<file path="src/rtl/ren_setup_edge_seq_if.sv">
// ren_setup_edge_seq_if: triangle-in / edge-setup-out bundle between vertex fetch and rasteriser
interface ren_setup_edge_seq_if #(
  parameter int W = 22,
  parameter int STEP_W = 16
);
  logic i_en, i_busy;
  logic [1:0] i_cull_mode;
  logic signed [W-1:0] i_vtx0_x, i_vtx0_y, i_vtx1_x, i_vtx1_y, i_vtx2_x, i_vtx2_y;
  logic signed [W-1:0] o_e0_a, o_e0_b, o_e0_c, o_e1_a, o_e1_b, o_e1_c, o_e2_a, o_e2_b, o_e2_c;
  logic signed [W-1:0] o_area2, o_min_x, o_min_y;
  logic [STEP_W-1:0] o_steps_x, o_steps_y, o_tri_cnt, o_cull_cnt;
  logic o_valid, o_idle, o_cull;
  modport master (
    output i_en, i_busy, i_cull_mode, i_vtx0_x, i_vtx0_y, i_vtx1_x, i_vtx1_y, i_vtx2_x, i_vtx2_y,
    input o_e0_a, o_e0_b, o_e0_c, o_e1_a, o_e1_b, o_e1_c, o_e2_a, o_e2_b, o_e2_c,
    input o_area2, o_min_x, o_min_y, o_steps_x, o_steps_y, o_tri_cnt, o_cull_cnt, o_valid, o_idle, o_cull
  );
  modport slave (
    input i_en, i_busy, i_cull_mode, i_vtx0_x, i_vtx0_y, i_vtx1_x, i_vtx1_y, i_vtx2_x, i_vtx2_y,
    output o_e0_a, o_e0_b, o_e0_c, o_e1_a, o_e1_b, o_e1_c, o_e2_a, o_e2_b, o_e2_c,
    output o_area2, o_min_x, o_min_y, o_steps_x, o_steps_y, o_tri_cnt, o_cull_cnt, o_valid, o_idle, o_cull
  );
endinterface

</file>
<file path="src/rtl/ren_setup_edge_seq.sv">
// ren_setup_edge_seq: triangle setup on one shared multiplier - edge equations, double area,
// viewport-clamped bounding box, face/degenerate/offscreen culling and statistics counters
module ren_setup_edge_seq #(
  parameter int W = 22,
  parameter int FRAC = 11,
  parameter int STEP_W = 16,
  parameter int VP_W = 640,
  parameter int VP_H = 480
) (
  input logic clk,
  input logic rstn,
  ren_setup_edge_seq_if.slave bus
);
  typedef enum logic [2:0] {IDLE, MUL, AREA, BBOX, OUT} state_t;
  localparam logic signed [W-1:0] SMAX = {1'b0, {(W-1){1'b1}}};
  localparam logic signed [W-1:0] SMIN = {1'b1, {(W-1){1'b0}}};
  localparam logic signed [W-1:0] XM = W'(VP_W - 1);
  localparam logic signed [W-1:0] YM = W'(VP_H - 1);
  state_t state, state_nx;
  logic signed [W-1:0] vx [3], vy [3], ea [3], eb [3], ec [3];
  logic signed [W-1:0] area2, min_x, min_y;
  logic [STEP_W-1:0] steps_x, steps_y, tri_cnt, cull_cnt;
  logic [1:0] mode, k, j;
  logic [2:0] idx;
  logic cull, cull_a, cull_b, cull_nx;
  logic signed [W-1:0] opa, opb, prod_s, ec_sub, area_s;
  logic signed [2*W-1:0] prod;
  logic signed [W-1:0] fx [3], fy [3];
  logic signed [W-1:0] lo_x, hi_x, lo_y, hi_y, cl_lo_x, cl_hi_x, cl_lo_y, cl_hi_y;
  function automatic logic signed [W-1:0] sat(input logic signed [2*W-1:0] v);
    return (&v[2*W-1:W-1] || ~|v[2*W-1:W-1]) ? v[W-1:0] : (v[2*W-1] ? SMIN : SMAX);
  endfunction
  function automatic logic signed [2*W-1:0] sx(input logic signed [W-1:0] v);
    return {{W{v[W-1]}}, v};
  endfunction
  function automatic logic signed [W-1:0] mn(input logic signed [W-1:0] a, input logic signed [W-1:0] b);
    return a < b ? a : b;
  endfunction
  function automatic logic signed [W-1:0] mx(input logic signed [W-1:0] a, input logic signed [W-1:0] b);
    return a > b ? a : b;
  endfunction
  function automatic logic signed [W-1:0] clamp(input logic signed [W-1:0] v, input logic signed [W-1:0] hi);
    return v < 0 ? '0 : (v > hi ? hi : v);
  endfunction
  // idx[2:1] selects edge k=(i,j); even idx issues xi*yj, odd issues xj*yi
  assign k = idx[2:1];
  assign j = k == 2'd2 ? 2'd0 : k + 2'd1;
  assign opa = idx[0] ? vx[j] : vx[k];
  assign opb = idx[0] ? vy[k] : vy[j];
  assign prod = sx(opa) * sx(opb);
  assign prod_s = sat(prod >>> FRAC);
  assign ec_sub = sat(sx(ec[k]) - sx(prod_s));
  assign area_s = sat(sx(ec[0]) + sx(ec[1]) + sx(ec[2]));
  assign cull_a = area_s == 0 || (mode == 2'd1 && area_s < 0) || (mode == 2'd2 && area_s > 0);
  always_comb begin
    for (int n = 0; n < 3; n++) begin
      fx[n] = vx[n] >>> FRAC;
      fy[n] = vy[n] >>> FRAC;
    end
  end
  assign lo_x = mn(mn(fx[0], fx[1]), fx[2]);
  assign hi_x = mx(mx(fx[0], fx[1]), fx[2]);
  assign lo_y = mn(mn(fy[0], fy[1]), fy[2]);
  assign hi_y = mx(mx(fy[0], fy[1]), fy[2]);
  assign cl_lo_x = clamp(lo_x, XM);
  assign cl_hi_x = clamp(hi_x, XM);
  assign cl_lo_y = clamp(lo_y, YM);
  assign cl_hi_y = clamp(hi_y, YM);
  assign cull_b = hi_x < 0 || lo_x > XM || hi_y < 0 || lo_y > YM;
  assign cull_nx = (state == AREA && cull_a) || (state == BBOX && cull_b);
  always_ff @(posedge clk or negedge rstn)
    if (!rstn) state <= IDLE;
    else state <= state_nx;
  always_comb begin
    state_nx = state;
    case (state)
      IDLE: state_nx = bus.i_en ? MUL : IDLE;
      MUL: state_nx = idx == 3'd5 ? AREA : MUL;
      AREA: state_nx = cull_a ? IDLE : BBOX;
      BBOX: state_nx = cull_b ? IDLE : OUT;
      OUT: state_nx = bus.i_busy ? OUT : IDLE;
      default: state_nx = IDLE;
    endcase
  end
  always_comb begin
    bus.o_idle = state == IDLE;
    bus.o_valid = state == OUT;
  end
  always_ff @(posedge clk or negedge rstn)
    if (!rstn) begin
      for (int n = 0; n < 3; n++) begin
        vx[n] <= '0;
        vy[n] <= '0;
        ea[n] <= '0;
        eb[n] <= '0;
        ec[n] <= '0;
      end
      {area2, min_x, min_y, steps_x, steps_y, tri_cnt, cull_cnt, mode, idx, cull} <= '0;
    end else begin
      cull <= cull_nx;
      if (cull_nx) cull_cnt <= cull_cnt + STEP_W'(1);
      if (state == IDLE && bus.i_en) begin
        vx[0] <= bus.i_vtx0_x;
        vy[0] <= bus.i_vtx0_y;
        vx[1] <= bus.i_vtx1_x;
        vy[1] <= bus.i_vtx1_y;
        vx[2] <= bus.i_vtx2_x;
        vy[2] <= bus.i_vtx2_y;
        mode <= bus.i_cull_mode;
        idx <= '0;
        tri_cnt <= tri_cnt + STEP_W'(1);
      end
      if (state == MUL) begin
        idx <= idx + 3'd1;
        ea[k] <= vy[k] - vy[j];
        eb[k] <= vx[j] - vx[k];
        ec[k] <= idx[0] ? ec_sub : prod_s;
      end
      if (state == AREA) area2 <= area_s;
      if (state == BBOX) begin
        min_x <= cl_lo_x <<< FRAC;
        min_y <= cl_lo_y <<< FRAC;
        steps_x <= STEP_W'(cl_hi_x - cl_lo_x) + STEP_W'(1);
        steps_y <= STEP_W'(cl_hi_y - cl_lo_y) + STEP_W'(1);
      end
    end
  assign bus.o_e0_a = ea[0];
  assign bus.o_e0_b = eb[0];
  assign bus.o_e0_c = ec[0];
  assign bus.o_e1_a = ea[1];
  assign bus.o_e1_b = eb[1];
  assign bus.o_e1_c = ec[1];
  assign bus.o_e2_a = ea[2];
  assign bus.o_e2_b = eb[2];
  assign bus.o_e2_c = ec[2];
  assign bus.o_area2 = area2;
  assign bus.o_min_x = min_x;
  assign bus.o_min_y = min_y;
  assign bus.o_steps_x = steps_x;
  assign bus.o_steps_y = steps_y;
  assign bus.o_tri_cnt = tri_cnt;
  assign bus.o_cull_cnt = cull_cnt;
  assign bus.o_cull = cull;
endmodule

</file>
<file path="src/flat_wrapper.sv">
// flat-port wrapper written by rule: the top's interface ports become plain ports
module ren_setup_edge_seq_flat 
#(
  parameter int W = 22,
  parameter int FRAC = 11,
  parameter int STEP_W = 16,
  parameter int VP_W = 640,
  parameter int VP_H = 480
)
  (clk, rstn, bus_i_en, bus_i_busy, bus_i_cull_mode, bus_i_vtx0_x, bus_i_vtx0_y, bus_i_vtx1_x, bus_i_vtx1_y, bus_i_vtx2_x, bus_i_vtx2_y, bus_o_e0_a, bus_o_e0_b, bus_o_e0_c, bus_o_e1_a, bus_o_e1_b, bus_o_e1_c, bus_o_e2_a, bus_o_e2_b, bus_o_e2_c, bus_o_area2, bus_o_min_x, bus_o_min_y, bus_o_steps_x, bus_o_steps_y, bus_o_tri_cnt, bus_o_cull_cnt, bus_o_valid, bus_o_idle, bus_o_cull);
  ren_setup_edge_seq_if #(.W(W), .STEP_W(STEP_W)) bus_i ();
  input logic clk;
  input logic rstn;
  input wire logic [$bits(bus_i.i_en)-1:0] bus_i_en;
  input wire logic [$bits(bus_i.i_busy)-1:0] bus_i_busy;
  input wire logic [$bits(bus_i.i_cull_mode)-1:0] bus_i_cull_mode;
  input wire logic [$bits(bus_i.i_vtx0_x)-1:0] bus_i_vtx0_x;
  input wire logic [$bits(bus_i.i_vtx0_y)-1:0] bus_i_vtx0_y;
  input wire logic [$bits(bus_i.i_vtx1_x)-1:0] bus_i_vtx1_x;
  input wire logic [$bits(bus_i.i_vtx1_y)-1:0] bus_i_vtx1_y;
  input wire logic [$bits(bus_i.i_vtx2_x)-1:0] bus_i_vtx2_x;
  input wire logic [$bits(bus_i.i_vtx2_y)-1:0] bus_i_vtx2_y;
  output wire logic [$bits(bus_i.o_e0_a)-1:0] bus_o_e0_a;
  output wire logic [$bits(bus_i.o_e0_b)-1:0] bus_o_e0_b;
  output wire logic [$bits(bus_i.o_e0_c)-1:0] bus_o_e0_c;
  output wire logic [$bits(bus_i.o_e1_a)-1:0] bus_o_e1_a;
  output wire logic [$bits(bus_i.o_e1_b)-1:0] bus_o_e1_b;
  output wire logic [$bits(bus_i.o_e1_c)-1:0] bus_o_e1_c;
  output wire logic [$bits(bus_i.o_e2_a)-1:0] bus_o_e2_a;
  output wire logic [$bits(bus_i.o_e2_b)-1:0] bus_o_e2_b;
  output wire logic [$bits(bus_i.o_e2_c)-1:0] bus_o_e2_c;
  output wire logic [$bits(bus_i.o_area2)-1:0] bus_o_area2;
  output wire logic [$bits(bus_i.o_min_x)-1:0] bus_o_min_x;
  output wire logic [$bits(bus_i.o_min_y)-1:0] bus_o_min_y;
  output wire logic [$bits(bus_i.o_steps_x)-1:0] bus_o_steps_x;
  output wire logic [$bits(bus_i.o_steps_y)-1:0] bus_o_steps_y;
  output wire logic [$bits(bus_i.o_tri_cnt)-1:0] bus_o_tri_cnt;
  output wire logic [$bits(bus_i.o_cull_cnt)-1:0] bus_o_cull_cnt;
  output wire logic [$bits(bus_i.o_valid)-1:0] bus_o_valid;
  output wire logic [$bits(bus_i.o_idle)-1:0] bus_o_idle;
  output wire logic [$bits(bus_i.o_cull)-1:0] bus_o_cull;
  assign bus_i.i_en = bus_i_en;
  assign bus_i.i_busy = bus_i_busy;
  assign bus_i.i_cull_mode = bus_i_cull_mode;
  assign bus_i.i_vtx0_x = bus_i_vtx0_x;
  assign bus_i.i_vtx0_y = bus_i_vtx0_y;
  assign bus_i.i_vtx1_x = bus_i_vtx1_x;
  assign bus_i.i_vtx1_y = bus_i_vtx1_y;
  assign bus_i.i_vtx2_x = bus_i_vtx2_x;
  assign bus_i.i_vtx2_y = bus_i_vtx2_y;
  assign bus_o_e0_a = bus_i.o_e0_a;
  assign bus_o_e0_b = bus_i.o_e0_b;
  assign bus_o_e0_c = bus_i.o_e0_c;
  assign bus_o_e1_a = bus_i.o_e1_a;
  assign bus_o_e1_b = bus_i.o_e1_b;
  assign bus_o_e1_c = bus_i.o_e1_c;
  assign bus_o_e2_a = bus_i.o_e2_a;
  assign bus_o_e2_b = bus_i.o_e2_b;
  assign bus_o_e2_c = bus_i.o_e2_c;
  assign bus_o_area2 = bus_i.o_area2;
  assign bus_o_min_x = bus_i.o_min_x;
  assign bus_o_min_y = bus_i.o_min_y;
  assign bus_o_steps_x = bus_i.o_steps_x;
  assign bus_o_steps_y = bus_i.o_steps_y;
  assign bus_o_tri_cnt = bus_i.o_tri_cnt;
  assign bus_o_cull_cnt = bus_i.o_cull_cnt;
  assign bus_o_valid = bus_i.o_valid;
  assign bus_o_idle = bus_i.o_idle;
  assign bus_o_cull = bus_i.o_cull;
  ren_setup_edge_seq #(.W(W), .FRAC(FRAC), .STEP_W(STEP_W), .VP_W(VP_W), .VP_H(VP_H)) u_core (.clk(clk), .rstn(rstn), .bus(bus_i));
endmodule
</file>
<file path="config.mk">
export PLATFORM = sky130hd
export DESIGN_NAME = ren_setup_edge_seq_flat
export DESIGN_NICKNAME = d
export VERILOG_FILES = /design/src/rtl/ren_setup_edge_seq_if.sv /design/src/rtl/ren_setup_edge_seq.sv /design/src/flat_wrapper.sv
export SDC_FILE = /design/constraint.sdc
export NUM_CORES = 2
export LEC_CHECK = 0
export ABC_AREA = 1
export BUFFER_PORTS_ARGS = -buffer_cell sky130_fd_sc_hd__buf_2
export CORE_UTILIZATION = 60
export CTS_BUF_LIST = sky130_fd_sc_hd__clkbuf_8
export DETAILED_ROUTE_END_ITERATION = 16
export GPL_TIMING_DRIVEN = 0
export PLACE_DENSITY = 0.86
export REMOVE_ABC_BUFFERS = 1
export SLEW_MARGIN = 20
export SYNTH_ARGS = -nofsm -noshare
export SYNTH_HDL_FRONTEND = slang
export SYNTH_SLANG_ARGS = --single-unit
</file>
<file path="constraint.sdc">
create_clock -name clk -period 17.5 [get_ports clk]
set_input_delay 0.875 -clock clk [delete_from_list [all_inputs] [get_ports clk]]
set_output_delay 0.875 -clock clk [all_outputs]
set_load 0.1 [all_outputs]
</file>
==> metrics <==
run status=complete, no violations; Antenna Nets Post-Route=0; initial antenna violation count=30; Post-CTS Setup Repair Bufs=0; GP Congestion=0.994; Main synth FF type=dfrtp_1; Synth Register Bits=445; fill cell count=just over 6000; global-route wire length before repair=232 mm; post-synthesis mux area share=less than 1%; Clock Tree Buf Depth=3; Multi-input gate area=30800 µm²; DRT Pass-1 Iters=8; Top Family by Delay on Critical Path=simple AND/OR/NAND/NOR gates; CTS Sinks=445; gr usage total=38.1%; WS Path Type=reg -> reg; Synth Area in Compound Gates=11.0%; core area=about 76000 µm²; fin crit share=around 91%; Synth async-reset ratio=100%; Area Overhead vs Synth=11.2%; Post-Synth Simple-Gate Area=about a fifth; Die Span X=280 µm; Initial Util=between 60% and 70%; Hold Crit Class=in -> async; CP peak stage delay=0.91 ns; final hold viol count=0; # nets final=7224; synthesized area=around 46000 µm²; Slew @ Worst Pin=1.16 ns; CP max stage cell=dfrtp_2; CTS Buf Count=just under 80; RSZ-0062 raised after global routing=false; initial DRC count=4697; unique cell type count in the Yosys netlist=56; DP Wirelength=115 mm; Vias per Instance=5.84; die area=78400 µm²; Post-synth EDFFs=0; fraction of the mapped netlist area in adder cells=31.6%; Critical Path Most Common Cell=nand2_1; Wirelength per Cell=20.2 µm; Final Slew Violations=0; Overflow after GRT=0; TritonCTS clock tree=built; fmax=62.8 MHz; Crit path required time=18.11 ns; crit path DAT=16.53 ns; Reg area=11100 µm²; CP startpoint kind=register; largest net degree at the start of global routing=around 140; drc violations=0; Critical Path Sink Type=register; Worst Path Buf+Inv=10; most frequent cells in the layout=1522 x nand2_1, 942 x inv_1, 530 x fa_1; vias in the first global route=between 40000 and 50000; sequential area share after synthesis=24.0%; clock root buffer=clkbuf_8; Final setup viols=0; CTS Hold Bufs=0; Util after Layout=67.7%; htree depth=3; io pins=approximately 470; Post-Syn Instances=around 6000; die outline height=about 280 µm; largest family of logic cells by synthesized area=adder cells; cts repair resizes=0; layout cells sized above 1=11.5%; Layout Skew=slightly above 0.07 ns; row cnt=~100; Syn. warnings=0; hold_ws=0.118 ns; CTS clk-pin slew, worst paths=~0.06 ns; relative slew slack=22.0%; Clk Latency, worst-skew pair=between 0.7 and 0.8 ns; Final min period=15.92 ns; leading cell type in the layout, fill and taps excluded=nand2_1; worst-path maximum fanout=71; via count=42902; mean post-synth cell area=a little under 8 µm²; xor/xnor cell area share of the yosys netlist=roughly 3.0%; max cap viols=0; Total Routed Length=between 100 and 150 mm; port bufs=444
layout make-up:
cell class,instances,area share (%)
timing repair buffer,477,5.58
clock buffer,92,2.46
tap,1030,2.50
sequential,445,21.6
antenna,28,0.136
multi-input combinational,4281,59.8
inverter,949,6.98
clock inverter,41,0.949
sequential cells by signal, summed over array words and instances (netlist names), 33 cells and up:
name       count
u_core.fx     33
u_core.fy     33
u_core.vy     33
u_core.vx     33
cells in the mapped netlist (17+ instances only):
cell / n / area [µm²]
nor3_1: 31 / 155
inv_1: 931 / 3490
o221ai_1: 27 / 236
clkbuf_1: 183 / 687
a2bb2oi_1: 21 / 184
nand3_1: 183 / 916
or2_2: 18 / 113
ha_1: 323 / 4040
nand4_1: 22 / 138
buf_2: 17 / 85.1
o211ai_1: 18 / 135
nand3_2: 23 / 230
nor2_1: 443 / 1660
a21oi_1: 227 / 1140
xnor2_1: 70 / 613
nand2_2: 30 / 188
o21ai_0: 519 / 2600
xor2_1: 86 / 753
dfrtp_1: 445 / 11100
fa_1: 530 / 10600
nand2_1: 1524 / 5720
buf_4: 27 / 203
cell families (layout without fill, tap and decap cells):
kind of cell	count (synthesis)	in the layout
XOR/XNOR	157	157
multiplexers	6	6
AO/OA/AOI/OAI	930	930
other	2	56
buffers and inverters	1193	1559
AND/OR/NAND/NOR	2307	2307
adder cells (fa/ha/maj)	853	853
flip-flops	445	445
metal layers:
layer / vias up / wire [µm] / track usage [%]
li1: 19095 / - / -
met1: 20607 / 55300 / 48.3
met2: 2625 / 67300 / 59.4
met3: 563 / 17000 / 10.1
met4: 12 / 8400 / 20.8
met5: - / 84 / 0
final timing paths:
check / slack [ns] / endpoint / cells after the start / from
worst max-delay path: 1.58 / u_core.bus.o_e2_c[18] / 54 / u_core.idx[2]
worst min-delay path: 0.12 / u_core.bus.o_tri_cnt[3] / 1 / rstn
worst max register to register: 1.58 / u_core.bus.o_e2_c[18] / 54 / u_core.idx[2]
worst min register to register: 0.48 / u_core.bus.o_tri_cnt[15] / 1 / u_core.bus.o_tri_cnt[15]
max in group asynchronous: 15.88 / u_core.bus.o_e1_c[10] / 3 / rstn
min in group clk: 0.35 / u_core.fy[0] / 3 / bus_i_vtx2_y[11]
per-stage QoR:
| step | setup slack [ns] | cell area (µm²) | setup TNS, ns | std cells |
|---|---|---|---|---|
| after floorplan | 3.99 | 45400 | 0 | 5675 |
| after global placement | -1.95 | 48900 | -118.35 | 7149 |
| after detailed placement | 1.98 | 49700 | 0 | 7182 |
| after CTS | 1.78 | 51500 | 0 | 7315 |
| after global routing | 0.650 | 51500 | 0 | 7339 |
| final | 1.58 | 51600 | 0 | 7343 |
Power is not shown: default switching activity piles up to over one toggle a cycle in this logic, so the estimate is an artifact.
